===== src/rtl/keypad_scanner.sv =====
`timescale 1ns/1ps
// keypad_scanner: strobes the columns of a 4x4 matrix keypad, samples the
// rows, debounces whole-frame results and emits one key code per press.
// Accepted digits are shifted into a 16-bit register for the display path.
//
// Optional macro KEYPAD_HEX_MAP_EN: when defined, raw {row,col} positions are
// translated to the standard hex keypad legend; otherwise codes are raw.
//
// Output handshake: key_valid_o is a single-cycle strobe with no ready/back-
// pressure; key_code_o and reg_16_o are already updated in the strobe cycle
// and key_code_o holds its value until the next strobe.
module keypad_scanner #(
   parameter int SCAN_PERIOD    = 50000,
   parameter int DEBOUNCE_SCANS = 4
) (
   input  logic        clk_i,
   input  logic        rst_n_i,
   input  logic [3:0]  row_i,
   input  logic        clear_i,
   output logic [3:0]  col_o,
   output logic [3:0]  key_code_o,
   output logic        key_valid_o,
   output logic        key_held_o,
   output logic [15:0] reg_16_o,
   output logic [1:0]  dbg_state_o
);

   localparam int CNT_W = (SCAN_PERIOD > 1) ? $clog2(SCAN_PERIOD) : 1;
   localparam int DB_W  = $clog2(DEBOUNCE_SCANS + 1);
   localparam logic [CNT_W-1:0] SCAN_LAST = CNT_W'(SCAN_PERIOD - 1);
   localparam logic [DB_W-1:0]  DB_TARGET = DB_W'(DEBOUNCE_SCANS);

   typedef enum logic [1:0] {
      ST_IDLE     = 2'd0,
      ST_DEBOUNCE = 2'd1,
      ST_PRESSED  = 2'd2,
      ST_RELEASE  = 2'd3
   } state_t;

   logic [3:0]       row_meta;
   logic [3:0]       row_sync;
   logic [CNT_W-1:0] scan_cnt;
   logic [1:0]       col_idx;
   logic             sample;
   logic             frame_end;

   logic [2:0]       col_hits;
   logic [1:0]       col_row;
   logic [1:0]       acc_cnt;
   logic [3:0]       acc_key;
   logic [1:0]       frm_cnt;
   logic [3:0]       frm_key;
   logic             res_none;
   logic             res_single;

   state_t           state;
   state_t           state_nxt;
   logic [DB_W-1:0]  cnt;
   logic [DB_W-1:0]  cnt_nxt;
   logic [DB_W-1:0]  cnt_inc;
   logic [3:0]       cand;
   logic [3:0]       cand_nxt;
   logic             accept;
   logic [3:0]       accept_code;

   // Raw position -> user-visible key code.
   function automatic logic [3:0] map_key(input logic [3:0] raw);
`ifdef KEYPAD_HEX_MAP_EN
      logic [3:0] code;
      case (raw)
         4'h0: code = 4'h1;
         4'h1: code = 4'h2;
         4'h2: code = 4'h3;
         4'h3: code = 4'hA;
         4'h4: code = 4'h4;
         4'h5: code = 4'h5;
         4'h6: code = 4'h6;
         4'h7: code = 4'hB;
         4'h8: code = 4'h7;
         4'h9: code = 4'h8;
         4'hA: code = 4'h9;
         4'hB: code = 4'hC;
         4'hC: code = 4'hE;
         4'hD: code = 4'h0;
         4'hE: code = 4'hF;
         default: code = 4'hD;
      endcase
      return code;
`else
      return raw;
`endif
   endfunction

   // Two-flop synchroniser for the asynchronous row lines (idle = all high).
   always_ff @(posedge clk_i or negedge rst_n_i) begin
      if (!rst_n_i) begin
         row_meta <= 4'hF;
         row_sync <= 4'hF;
      end else begin
         row_meta <= row_i;
         row_sync <= row_meta;
      end
   end

   assign sample    = (scan_cnt == SCAN_LAST);
   assign frame_end = sample && (col_idx == 2'd3);
   assign col_o     = ~(4'b0001 << col_idx);

   // Count low rows on the current column and combine with earlier columns.
   always_comb begin
      col_hits = 3'd0;
      col_row  = 2'd0;
      for (int r = 3; r >= 0; r--) begin
         if (!row_sync[r]) begin
            col_hits = col_hits + 3'd1;
            col_row  = 2'(r);
         end
      end
      // acc_cnt/frm_cnt: 0 = none, 1 = single, 2 = two or more
      if ((acc_cnt == 2'd2) || (col_hits >= 3'd2) ||
          ((acc_cnt == 2'd1) && (col_hits == 3'd1)))
         frm_cnt = 2'd2;
      else if ((acc_cnt == 2'd1) || (col_hits == 3'd1))
         frm_cnt = 2'd1;
      else
         frm_cnt = 2'd0;
      frm_key = (acc_cnt == 2'd1) ? acc_key : {col_row, col_idx};
   end

   assign res_none   = (frm_cnt == 2'd0);
   assign res_single = (frm_cnt == 2'd1);

   // Column dwell counter, column index and per-frame hit accumulator.
   always_ff @(posedge clk_i or negedge rst_n_i) begin
      if (!rst_n_i) begin
         scan_cnt <= '0;
         col_idx  <= 2'd0;
         acc_cnt  <= 2'd0;
         acc_key  <= 4'd0;
      end else if (sample) begin
         scan_cnt <= '0;
         col_idx  <= col_idx + 2'd1;
         if (frame_end) begin
            acc_cnt <= 2'd0;
            acc_key <= 4'd0;
         end else begin
            acc_cnt <= frm_cnt;
            acc_key <= frm_key;
         end
      end else begin
         scan_cnt <= scan_cnt + CNT_W'(1);
      end
   end

   // FSM state register with debounce counter and candidate key.
   always_ff @(posedge clk_i or negedge rst_n_i) begin
      if (!rst_n_i) begin
         state <= ST_IDLE;
         cnt   <= '0;
         cand  <= 4'd0;
      end else begin
         state <= state_nxt;
         cnt   <= cnt_nxt;
         cand  <= cand_nxt;
      end
   end

   // FSM next-state: moves only on a frame-end result.
   always_comb begin
      state_nxt = state;
      cnt_nxt   = cnt;
      cand_nxt  = cand;
      accept    = 1'b0;
      cnt_inc   = cnt + DB_W'(1);
      if (frame_end) begin
         case (state)
            ST_IDLE: begin
               if (res_single) begin
                  cand_nxt = frm_key;
                  if (DEBOUNCE_SCANS == 1) begin
                     state_nxt = ST_PRESSED;
                     cnt_nxt   = '0;
                     accept    = 1'b1;
                  end else begin
                     state_nxt = ST_DEBOUNCE;
                     cnt_nxt   = DB_W'(1);
                  end
               end
            end
            ST_DEBOUNCE: begin
               if (res_single && (frm_key == cand)) begin
                  if (cnt_inc == DB_TARGET) begin
                     state_nxt = ST_PRESSED;
                     cnt_nxt   = '0;
                     accept    = 1'b1;
                  end else begin
                     cnt_nxt = cnt_inc;
                  end
               end else begin
                  state_nxt = ST_IDLE;
                  cnt_nxt   = '0;
               end
            end
            ST_PRESSED: begin
               // Other keys or multi-key frames are ignored: no rollover.
               if (res_none) begin
                  if (DEBOUNCE_SCANS == 1) begin
                     state_nxt = ST_IDLE;
                     cnt_nxt   = '0;
                  end else begin
                     state_nxt = ST_RELEASE;
                     cnt_nxt   = DB_W'(1);
                  end
               end
            end
            ST_RELEASE: begin
               if (res_none) begin
                  if (cnt_inc == DB_TARGET) begin
                     state_nxt = ST_IDLE;
                     cnt_nxt   = '0;
                  end else begin
                     cnt_nxt = cnt_inc;
                  end
               end else if (res_single && (frm_key == cand)) begin
                  state_nxt = ST_PRESSED;
                  cnt_nxt   = '0;
               end else begin
                  cnt_nxt = '0;
               end
            end
            default: begin
               state_nxt = ST_IDLE;
               cnt_nxt   = '0;
            end
         endcase
      end
   end

   // FSM outputs: key held while pressed or while the release is debounced.
   always_comb begin
      key_held_o  = (state == ST_PRESSED) || (state == ST_RELEASE);
      dbg_state_o = state;
   end

   assign accept_code = map_key(cand_nxt);

   // Accept strobe, last key code and the digit shift register.
   always_ff @(posedge clk_i or negedge rst_n_i) begin
      if (!rst_n_i) begin
         key_valid_o <= 1'b0;
         key_code_o  <= 4'd0;
         reg_16_o    <= 16'h0000;
      end else begin
         key_valid_o <= accept;
         if (accept)
            key_code_o <= accept_code;
         if (clear_i)
            reg_16_o <= accept ? {12'h000, accept_code} : 16'h0000;
         else if (accept)
            reg_16_o <= {reg_16_o[11:0], accept_code};
      end
   end

endmodule

===== config.mk =====
export PLATFORM = sky130hd
export DESIGN_NAME = keypad_scanner
export DESIGN_NICKNAME = d
export VERILOG_FILES = /design/src/rtl/keypad_scanner.sv
export SDC_FILE = /design/constraint.sdc
export NUM_CORES = 1
export LEC_CHECK = 0
export CAP_MARGIN = 15
export CORE_MARGIN = 10
export CORE_UTILIZATION = 50
export DETAILED_ROUTE_END_ITERATION = 16
export PLACE_DENSITY_LB_ADDON = 0.15
export SLEW_MARGIN = 20
export SYNTH_ARGS = -nofsm -noshare
export SYNTH_HDL_FRONTEND = slang
export SYNTH_SLANG_ARGS = --single-unit

===== constraint.sdc =====
create_clock -name clk_i -period 2.78 [get_ports clk_i]
set_input_delay 0.556 -clock clk_i [delete_from_list [all_inputs] [get_ports clk_i]]
set_output_delay 0.556 -clock clk_i [all_outputs]
set_load 0.02 [all_outputs]

==> impl_metrics.toml <==
[drt]
ant_nets = 0
vias = 2069
viasPerCell = 5.11
wl_per_cell_um = 14.8
detail_route.first_pass.iterations = 5
wl_um = 6010
drt_iter0_drc = 76
remaining_drc_errors = 0

[worst_setup_path]
cp_common_cell = "buf_4"
r2r_cells = 13
slowest_delay_ns = 0.37
cp.depth = 13
path_class = "flip-flop to flip-flop"
crit-reg2reg-launch = "row_sync[2]$_DFF_PN1_"
crit_slowest_cell = "dfstp_2"
crit_buf_inv = 3
startpoint_type = "flip-flop"
cp_max_fo = 5
cp-end-kind = "flip-flop"
required_ns = 3.04
path_delay_family = "simple AND/OR/NAND/NOR gates"
regToRegEndpoint = "reg_16_o[3]$_DFFE_PN0P_"
crit_chain = "buf_4 > ha_1 > or2_2 > nand2_1 > ha_1 > nor2_1 > a31oi_2 > nor4_4 > buf_4 > nand4_1 > buf_4 > mux2i_4 > o2bb2ai_1"
reg2reg_slack_ns = 0.16
worst_ep_arrival_time_ns = 2.88

[clock_network]
numCtsBuffers = 9
clk_latency_ns = 0.34
cts_tree = "done"
htree_levels = 3
clock_sinks = 62
cts.clk_slew.worst_paths_ns = 0.07
cts-root-buf = "clkbuf_8"
cts_buffer_depth = 2

[sta]
max_slew_margin = 0.652
setup_viol = 0
period_share = 0.942
fmaxAchievable_mhz = 382
drv_slew = 0
fin_crit_ns = 2.62
finalHoldViolCount = 0
hold_ws_ns = 0.144
finClkSkew_ns = 0.00866
worstMarginPinSlew_ns = 0.516

[final_layout]
finalCoreUtilization = 0.650
seq_area_um2 = 1560
area_growth_pct = 26.8
postLayoutCellArea_um2 = 3830
finalNonFillerCells = 405
layout-drive-gt1-share = 0.152
multi_input_area_um2 = 1390
final_nets = 345
antenna_cells = 0
n_fill_cell = 468

[power_and_ir_drop]
clkPwrFrac = 0.490
irDropWorstVdd_v = 0.000329
p_sw_mw = 0.427
seqPwrFrac = 0.451
internal_power_mw = 1.61
switching_share = 0.210
p_leak_nw = 1.81
pwr-share-comb = 0.059
p_per_area_nw_per_um2 = 532

[global_routing]
grt_pass1_vias = 2106
grt_pass1_wl_um = 10200
grt_max_degree = 48
antenna_found_initial = 0
globalRouteOverflowTotal = 0
track_usage = 0.129

[floorplan]
core_area_um2 = 5890
die_h_um = 97.7
die_area_um2 = 9550
rows = 28
initial_core_util = 0.513
pin_count = 35
fp.dieW_um = 97.7

[synth]
synth.distinct_cells = 46
yosys_warnings = 0
yosysTopAreaCell = "dfrtp_1"
seq_area_frac_synth = 0.517
synth_edf_count = 0
synth_area_leaders = "dfrtp_1 (45%), dfstp_2 (7.0%), mux2i_1 (6.0%), ha_1 (5.4%), xnor2_1 (4.1%)"
synth_top_area_share = 0.448
syn_area_per_cell_um2 = 10.8
yosys.cell_count.top_type = "dfrtp_1"
synth_nets = 299
synthFlopType = "dfrtp_1"
synth_commonest_cells = "dfrtp_1 (54), nor2_1 (29), inv_1 (23)"
async_flop_share = 1.00
netlist_instances = 279
synth_seq_cells = 62
synthesis.area_um2 = 3020

[placed_design]
io_buffers = 34
place_area_um2 = 3490
placed_cells = 388
dpl.hpwl_um = 4280
gp_congestion = 0.800

[flow_run]
cap_violations = 0

[run_status]
status = "completed"

[worst_hold_path]
min-delay-path-class = "input port to asynchronous set/reset pin"
-- sequential cells by signal, summed over array words and instances, names as in the netlist --
| signal | count |
|---|---|
| acc_cnt | 2 |
| acc_key | 4 |
| cand | 4 |
| cnt | 3 |
| col_idx | 2 |
| dbg_state_o | 2 |
| key_code_o | 4 |
| key_valid_o | 1 |
| reg_16_o | 16 |
| row_meta | 4 |
| row_sync | 4 |
| scan_cnt | 16 |
-- worst max path at each step --
stage / start / endpoint / slack (ns)
2_1_floorplan: row_sync[2]$_DFF_PN1_ / key_code_o[0]$_DFFE_PN0P_ / 0.15
3_3_place_gp: row_sync[3]$_DFF_PN1_ / key_code_o[2]$_DFFE_PN0P_ / 0.1
3_5_place_dp: row_sync[3]$_DFF_PN1_ / key_code_o[1]$_DFFE_PN0P_ / 0.03
4_1_cts: row_sync[3]$_DFF_PN1_ / key_code_o[0]$_DFFE_PN0P_ / 0.02
5_1_grt: row_sync[2]$_DFF_PN1_ / reg_16_o[3]$_DFFE_PN0P_ / -0.004
6_report: row_sync[2]$_DFF_PN1_ / reg_16_o[3]$_DFFE_PN0P_ / 0.16
-- routing by layer --
layer  vias up  wire (um)  track usage
li1       1043          -            -
met2        22       2780        0.196
met1       995       2850        0.160
met4         0         80       0.0436
met3         9        295       0.0569
met5         -          0            0
-- power groups by stage --
stage          logic [mW]  clock network [mW]  registers, mW
6_report            0.120               0.998          0.918
2_1_floorplan      0.0660                   0          0.932
4_1_cts             0.114                1.02          0.917
5_1_grt             0.135                1.07          0.918
3_5_place_dp        0.113                   0          0.934
3_3_place_gp        0.111                   0          0.934
-- kinds of logic (layout without fill, tap and decap cells) --
kind of cell	count (synthesis)	in the layout	synth area share
buf+inv	33	84	0.0464
xor+xnor	24	24	0.0746
simple gates	91	91	0.154
flops	62	62	0.517
fa+ha+maj	13	13	0.0539
compound gates	38	38	0.0941
mux	18	18	0.0597
-- layout by cell type, fill, tap and decap left out, types with 3 or more instances in the layout --
cell type / count
ha_1: 12
xor2_1: 9
o31ai_1: 4
a21oi_1: 7
dfrtp_1: 54
mux2i_1: 14
nand4_1: 4
o21ai_1: 4
dfstp_2: 8
xnor2_1: 14
nor2_1: 29
and3_1: 7
mux2i_4: 4
clkdlybuf4s50_1: 33
clkbuf_8: 11
buf_4: 9
o2bb2ai_1: 4
bufinv_16: 3
o21ai_0: 3
nor2b_1: 3
nand3_1: 9
inv_1: 23
nand2_1: 22
-- through the flow --
stage / power, mW / TNS (ns) / setup slack (ns)
after floorplan: 0.998 / 0 / 0.153
after detailed placement: 1.05 / 0 / 0.0280
final: 2.04 / 0 / 0.162
after global placement: 1.05 / 0 / 0.0961
after CTS: 2.05 / 0 / 0.0152
after global routing: 2.12 / -0.00399 / -0.00399
-- worst reg2reg max path: cells and delay by family, from the launching register on --
| kind | cells | cell delay (ns) |
|---|---|---|
| flops | 1 | 0.37 |
| mux | 1 | 0.20 |
| buf+inv | 3 | 0.51 |
| compound gates | 2 | 0.23 |
| fa+ha+maj | 2 | 0.41 |
| simple gates | 5 | 0.81 |
-- cell type report --
| cell class | count | area share |
|---|---|---|
| Tap cell | 75 | 0.0245 |
| Inverter | 23 | 0.0226 |
| Timing Repair Buffer | 45 | 0.116 |
| Sequential cell | 62 | 0.408 |
| Clock inverter | 5 | 0.0275 |
| Multi-Input combinational cell | 184 | 0.362 |
| Clock buffer | 11 | 0.0396 |
-- timing repair --
| item | 4_1_cts | 5_1_grt |
|---|---|---|
| hold buffers | 0 | 0 |
| endpoints found under the setup margin | 0 | 27 |
| setup buffers | 0 | 1 |
| resized for setup | 0 | 14 |
Power figures use the tool's default switching activity.
